**src/rtl/gdp_pkg.sv**
```systemverilog
// Shared constants and helpers for gated_delay_pipe: combine-mode codes, fill-counter
// width and a saturating increment used by the optional hit counter.
package gdp_pkg;

  localparam int unsigned MODE_OR  = 0;
  localparam int unsigned MODE_XOR = 1;

  // Enough bits to count 0..depth inclusive.
  function automatic int unsigned fill_width(input int unsigned depth);
    return (depth < 1) ? 1 : $clog2(depth + 1);
  endfunction

  // Increment val, sticking at the all-ones value of a width-bit counter (width <= 32).
  function automatic logic [31:0] sat_inc(input logic [31:0] val, input int unsigned width);
    logic [31:0] max_val;
    max_val = (width >= 32) ? 32'hffff_ffff : ((32'd1 << width) - 32'd1);
    return (val >= max_val) ? max_val : val + 32'd1;
  endfunction

endpackage

```
**src/rtl/gdp_stage_chain.sv**
```systemverilog
// Channel-vector shift chain of DEPTH flops with asynchronous active-high reset and
// a shift enable; all stages hold when en is low.
module gdp_stage_chain #(
  parameter int unsigned WIDTH = 4,
  parameter int unsigned DEPTH = 2
) (
  input  logic             clk,
  input  logic             rst,
  input  logic             en,
  input  logic [WIDTH-1:0] d,
  output logic [WIDTH-1:0] q
);

  logic [WIDTH-1:0] stage_q [DEPTH];

  always_ff @(posedge clk or posedge rst) begin
    if (rst) begin
      for (int k = 0; k < DEPTH; k++) stage_q[k] <= '0;
    end else if (en) begin
      stage_q[0] <= d;
      for (int k = 1; k < DEPTH; k++) stage_q[k] <= stage_q[k-1];
    end
  end

  assign q = stage_q[DEPTH-1];

endmodule

```
**src/rtl/gated_delay_pipe.sv**
```systemverilog
// Per-channel combine (OR/XOR), DEPTH-stage stallable delay, inverted-gate qualify,
// fill tracking with out_vld. Optional saturating hit counter under GDP_HIT_COUNT_EN.
module gated_delay_pipe
  import gdp_pkg::*;
#(
  parameter int unsigned CH    = 4,
  parameter int unsigned DEPTH = 2,
  parameter int unsigned MODE  = 0,
  parameter int unsigned CNT_W = 8
) (
  input  logic             gdp_clk,
  input  logic             gdp_rst,
  input  logic [CH-1:0]    in_a,
  input  logic [CH-1:0]    in_b,
  input  logic [CH-1:0]    gate_n,
  input  logic             stall,
  output logic [CH-1:0]    out_q,
  output logic             out_vld
`ifdef GDP_HIT_COUNT_EN
  ,
  output logic [CNT_W-1:0] hit_cnt
`endif
);

  localparam int unsigned FILL_W = fill_width(DEPTH);

  logic [CH-1:0]     comb_c;
  logic [CH-1:0]     tap;
  logic [FILL_W-1:0] fill_q;

  if (MODE > MODE_XOR) begin : g_bad_mode
    $error("gated_delay_pipe: MODE must be 0 (OR) or 1 (XOR)");
  end

  if (MODE == MODE_XOR) begin : g_xor
    assign comb_c = in_a ^ in_b;
  end else begin : g_or
    assign comb_c = in_a | in_b;
  end

  gdp_stage_chain #(
    .WIDTH (CH),
    .DEPTH (DEPTH)
  ) u_chain (
    .clk (gdp_clk),
    .rst (gdp_rst),
    .en  (~stall),
    .d   (comb_c),
    .q   (tap)
  );

  always_ff @(posedge gdp_clk or posedge gdp_rst) begin
    if (gdp_rst) begin
      fill_q <= '0;
    end else if (!stall && (fill_q != FILL_W'(DEPTH))) begin
      fill_q <= fill_q + 1'b1;
    end
  end

  // Gate is deliberately unregistered: zero-cycle gate_n -> out_q path.
  assign out_q   = ~gate_n & tap;
  assign out_vld = (fill_q == FILL_W'(DEPTH));

`ifdef GDP_HIT_COUNT_EN
  logic [CNT_W-1:0] hit_q;

  always_ff @(posedge gdp_clk or posedge gdp_rst) begin
    if (gdp_rst) begin
      hit_q <= '0;
    end else if (!stall && out_vld && (|out_q)) begin
      hit_q <= CNT_W'(sat_inc(32'(hit_q), CNT_W));
    end
  end

  assign hit_cnt = hit_q;
`endif

endmodule

```
**config.mk**
```make
export PLATFORM = sky130hd
export DESIGN_NAME = gated_delay_pipe
export DESIGN_NICKNAME = d
export VERILOG_FILES = /design/src/rtl/gdp_pkg.sv /design/src/rtl/gdp_stage_chain.sv /design/src/rtl/gated_delay_pipe.sv
export SDC_FILE = /design/constraint.sdc
export NUM_CORES = 1
export LEC_CHECK = 0
export ABC_AREA = 1
export CORE_AREA = 5 5 42 44
export CTS_CLUSTER_SIZE = 28
export DETAILED_ROUTE_END_ITERATION = 7
export DIE_AREA = 0 0 47 49
export PLACE_DENSITY = 0.63
export SYNTH_ARGS = -nofsm -noshare
export SYNTH_HDL_FRONTEND = slang
export SYNTH_SLANG_ARGS = --single-unit
```
**constraint.sdc**
```tcl
create_clock -name gdp_clk -period 1.04 [get_ports gdp_clk]
set_input_delay 0.208 -clock gdp_clk [delete_from_list [all_inputs] [get_ports gdp_clk]]
set_output_delay 0.208 -clock gdp_clk [all_outputs]
set_load 0.03 [all_outputs]
```
-- Word level (Yosys, flattened, before mapping)
Index checks and enable logic that the tools add are counted.
- bitwise gates (word level): 3
- reduce and logical (&&, ||, !) cells: 2
- equality and inequality tests: 2
- $add $sub $neg: 1
- operator list (cell ; number):
    AND 4 bit ; 1
    inverter 4 bit ; 1
    bitwise OR 4 bit ; 1
    adder 2 x 1 -> 2 bit, second input constant ; 1
    == test 2 bit, second input constant ; 1
    inequality test 2 bit, second input constant ; 1
    logical AND 1 bit ; 1
    zero test 1 bit ; 1
- word-level logic and storage cells: 11
- bits of input ports: 15
- output and inout bits: 5
- flip-flop bits (word level): 10

-- Logic depth before layout (Yosys ltp)
- depth in word-level cells: 2
- depth in mapped cells: 5

-- Cells and area by module
Synthesis repeated with hierarchy kept, for this count alone.
- cells, all modules: 65
- area, all modules: 503.0 sq um
- by module, submodules not included (module ; area an instance (sq um) ; instances ; seq. area each (sq um) ; cells each):
    gdp_stage_chain ; 339.1 ; 1 ; 200.2 ; 39
    gated_delay_pipe ; 163.9 ; 1 ; 50.0 ; 26

-- Worst setup path before layout
Ideal clock, no wire load.
- kind: reg2reg
- from: reg fill_q[0]
- to: reg fill_q[0]
- period minus slack after synthesis: 1.093 ns
- cell stages (with the launch flop): 6
- buffers on the path: 0
- path slack: -0.053 ns
- arrival time: 0.970 ns
- required time: 0.917 ns
- path through: dfrtp_1 -> inv_1 -> ha_1 -> nor2_1 -> nand2_1 -> nand2_1
- longest elaborated chain between the ends: 2
- ends and longest elaborated chain (what ; line ; RTL):
    start: declaration ; gated_delay_pipe.sv:29 ; logic [FILL_W-1:0] fill_q;
    start signal: assignment ; gated_delay_pipe.sv:56 ; fill_q <= fill_q + 1'b1;
    parallel branches: the longest is 2 deep, another holds adder 2 x 1 -> 2 bit ; n/a ;
Parallel ways; which one is timed is not known.
A chain may end at the register's enable or synchronous reset.

-- Worst setup path in the final report
- from: reg fill_q[1]
- to: out out_vld
- longest elaborated chain between the ends: 1
- ends and longest elaborated chain (what ; line ; RTL):
    == test 2 bit ; gated_delay_pipe.sv:62 ; assign out_vld = (fill_q == FILL_W'(DEPTH));
    end: declaration ; gated_delay_pipe.sv:18 ; output logic out_vld
No other way between the ends.

==> flow_summary.toml <==
[pwr]
power.net_switching_uw = 426
seq_power_share = 0.371
internal-power_uw = 937
clkPwrFrac = 0.258
vdd.ir_drop.worst_mv = 1.29
sw_frac_of_total = 0.312
power.density_nw_per_um2 = 1830
pwr-share-comb = 0.371
static-leakage-power_nw = 0.365

[route]
vias_per_cell = 4.24
ant_nets = 0
drt_wl_total_um = 979
drt_pre_antenna_iters = 3
route.vias.total = 403
route.detailed.drc = 0
wire_length_per_cell_after_detailed_routing_um = 10.3
drt-initial-drc-count = 10

[die]
die-width_um = 47
rows = 14
starting_density_of_the_core = 0.317
die_area_um2 = 2300
fp.dieH_um = 49
core_footprint_um2 = 1400
design.portCount = 20

[sta]
layout_setup_ws_ns = -0.148
timing.hold.ws_ns = 0.216
fin_setup_tns_ns = -0.359
final-setup-viol-count = 5
shortest_clock_period_the_worst_path_allows_after_layout_ns = 1.19
rsz_0062_raised_after_global_routing = "yes"
part_of_the_cycle_the_worst_path_needs = 1.14
timing.slew.headroom = 0.737
worst_clock_skew_ns = 0.00710
final-hold-violation-count = 0
achievable-frequency_mhz = 842
timing_worst_slew_pin_value_ns = 0.394
report.final.slew_viol_count = 0

[place]
place_inst = 86
buffer_ports.inserted = 19
place_congestion = 0.622
detailed_place_hpwl_um = 751

[global_routing]
grt_usage = 0.103
global_route_wire_length_before_repair_um = 1710
grt_max_degree = 13
first_global_vias = 439
antenna_found_initial = 0
grt_overflow_total = 0

[cts]
sink_count_of_the_clock_tree = 10
number_of_buffers_created_by_cts = 3
clk_latency_ns = 0.27
cts-hold-fix-buffers = 0
cts.clk_slew.worst_paths_ns = 0.07
ctsLongestPathBuffers = 2
htree_num_levels = 1
clock_tree_from_tritoncts = "yes"
cts-root-buf = "sky130_fd_sc_hd__clkbuf_4"

[setup_path]
worstSetupEndpointType = "output pin"
crit_type = "reg -> out"
critPathArrivalTime_ns = 0.98
crit_slowest_cell = "sky130_fd_sc_hd__dfrtp_1"
data_required_time_of_the_critical_path_ns = 0.83
worstRegToRegCells = 4
critPathMaxStageDelay_ns = 0.41
crit_fanout = 2
cell_chain_critical_path = "ha_4, buf_6"
worstSetupStartpointType = "flop"

[cells_and_area]
drive_gt1_frac = 0.342
regArea_um2 = 250
most-common-layout-cells = "sky130_fd_sc_hd__nand2_1 (16), sky130_fd_sc_hd__clkdlybuf4s50_1 (14), sky130_fd_sc_hd__dfrtp_1 (10), sky130_fd_sc_hd__buf_4 (8), sky130_fd_sc_hd__o21ai_0 (7)"
num_antenna_cells = 0
design.final.nets = 96
area_used_by_multi_input_combinational_logic_um2 = 173
final_common_cell = "sky130_fd_sc_hd__nand2_1"
n_fill_cell = 142
layout-area-overhead-vs-synth_pct = 67.3
fin_cells = 95

[yosys]
avgSynthCellArea_um2 = 8.71
synth_cells = 51
synth-warning-count = 0
synth_seq_area_share = 0.563
synthesis.area_um2 = 444
count_of_state_elements_after_synthesis = 10
post_synth_num_cell_types = 9
postSynthNetCount = 67

[worst_hold_path]
hold_path_class = "in -> async"

[status]
violated_checks = "setup timing"
outcome = "complete, but fails checks"

[flow_run]
max_cap_viols = 0
[metrics by stage]
step | area [um2] | power [mW] | setup slack (ns) | utilization
2_1_floorplan | 447 | 0.737 | 0.0444 | -
3_3_place_gp | 641 | 0.860 | -0.117 | 0.457
3_5_place_dp | 641 | 0.878 | -0.153 | 0.457
4_1_cts | 731 | 1.37 | -0.154 | 0.521
5_1_grt | 743 | 1.48 | -0.226 | 0.530
6_report | 743 | 1.36 | -0.148 | 0.530
[state kept, by name, summed over array words and instances, names as in the netlist]
register	flops
u_chain.q	4
u_chain.stage_q	4
fill_q	2
[critical path: cells and delay by family, from the launching register on]
kind,cells,cell delay [ns]
DFF,1,0.41
buffers and inverters,1,0.13
adders and majority gates,1,0.18
[power by group through the flow]
| stage | logic (mW) | registers (mW) | clock network, mW |
|---|---|---|---|
| 5_1_grt | 0.567 | 0.520 | 0.394 |
| 3_5_place_dp | 0.381 | 0.497 | 0 |
| 4_1_cts | 0.498 | 0.504 | 0.371 |
| 2_1_floorplan | 0.248 | 0.490 | 0 |
| 3_3_place_gp | 0.365 | 0.495 | 0 |
| 6_report | 0.506 | 0.506 | 0.352 |
[layer usage]
metal  wire length [um]  part of all wire  vias to the layer above  track usage
li1                   -                 -                      212            -
met1                406              0.41                      182        0.109
met2                515              0.53                        9        0.163
met3                 57             0.058                        0       0.0701
met4                  0                 0                        0       0.0276
met5                  0                 0                        -            0
[final timing paths]
path / start / end / slack, ns
setup / recovery: fill_q[1] / out_vld / -0.15
setup reg to reg: fill_q[1] / fill_q[1] / 0
hold reg to reg: u_chain.stage_q[6] / u_chain.q[2] / 0.48
hold / removal: gdp_rst / u_chain.stage_q[5] / 0.22
min in group gdp_clk: u_chain.stage_q[6] / u_chain.q[2] / 0.48
max in group asynchronous: gdp_rst / fill_q[1] / 0.54
[repair_timing]
| action | CTS | global route |
|---|---|---|
| setup endpoints to repair | 5 | 7 |
| buffers inserted | 5 | 0 |
| gates cloned | 0 | 0 |
| pin swaps | 1 | 1 |
| resized for setup | 6 | 5 |
[cell usage after synthesis (all sizes together)]
library cell  number  share of area
o21ai             10           0.14
inv                8          0.068
dfrtp             10           0.56
buf                1          0.025
nor2               5          0.042
nand2             16           0.14
ha                 1          0.028
[cells by family after synthesis]
group / after synthesis / synth area share
and+or+nand+nor: 21 / 0.177
AOI/OAI and AO/OA: 10 / 0.138
DFF: 10 / 0.563
buffers and inverters: 9 / 0.0930
adders and majority gates: 1 / 0.0282
[final cells by class]
type | count | share of cell area
clock buffer | 4 | 0.0488
sequential | 10 | 0.337
timing repair buffer | 25 | 0.315
inverter | 8 | 0.0404
tap | 16 | 0.0269
multi-input combinational | 32 | 0.232
Power figures use the tool's default switching activity.
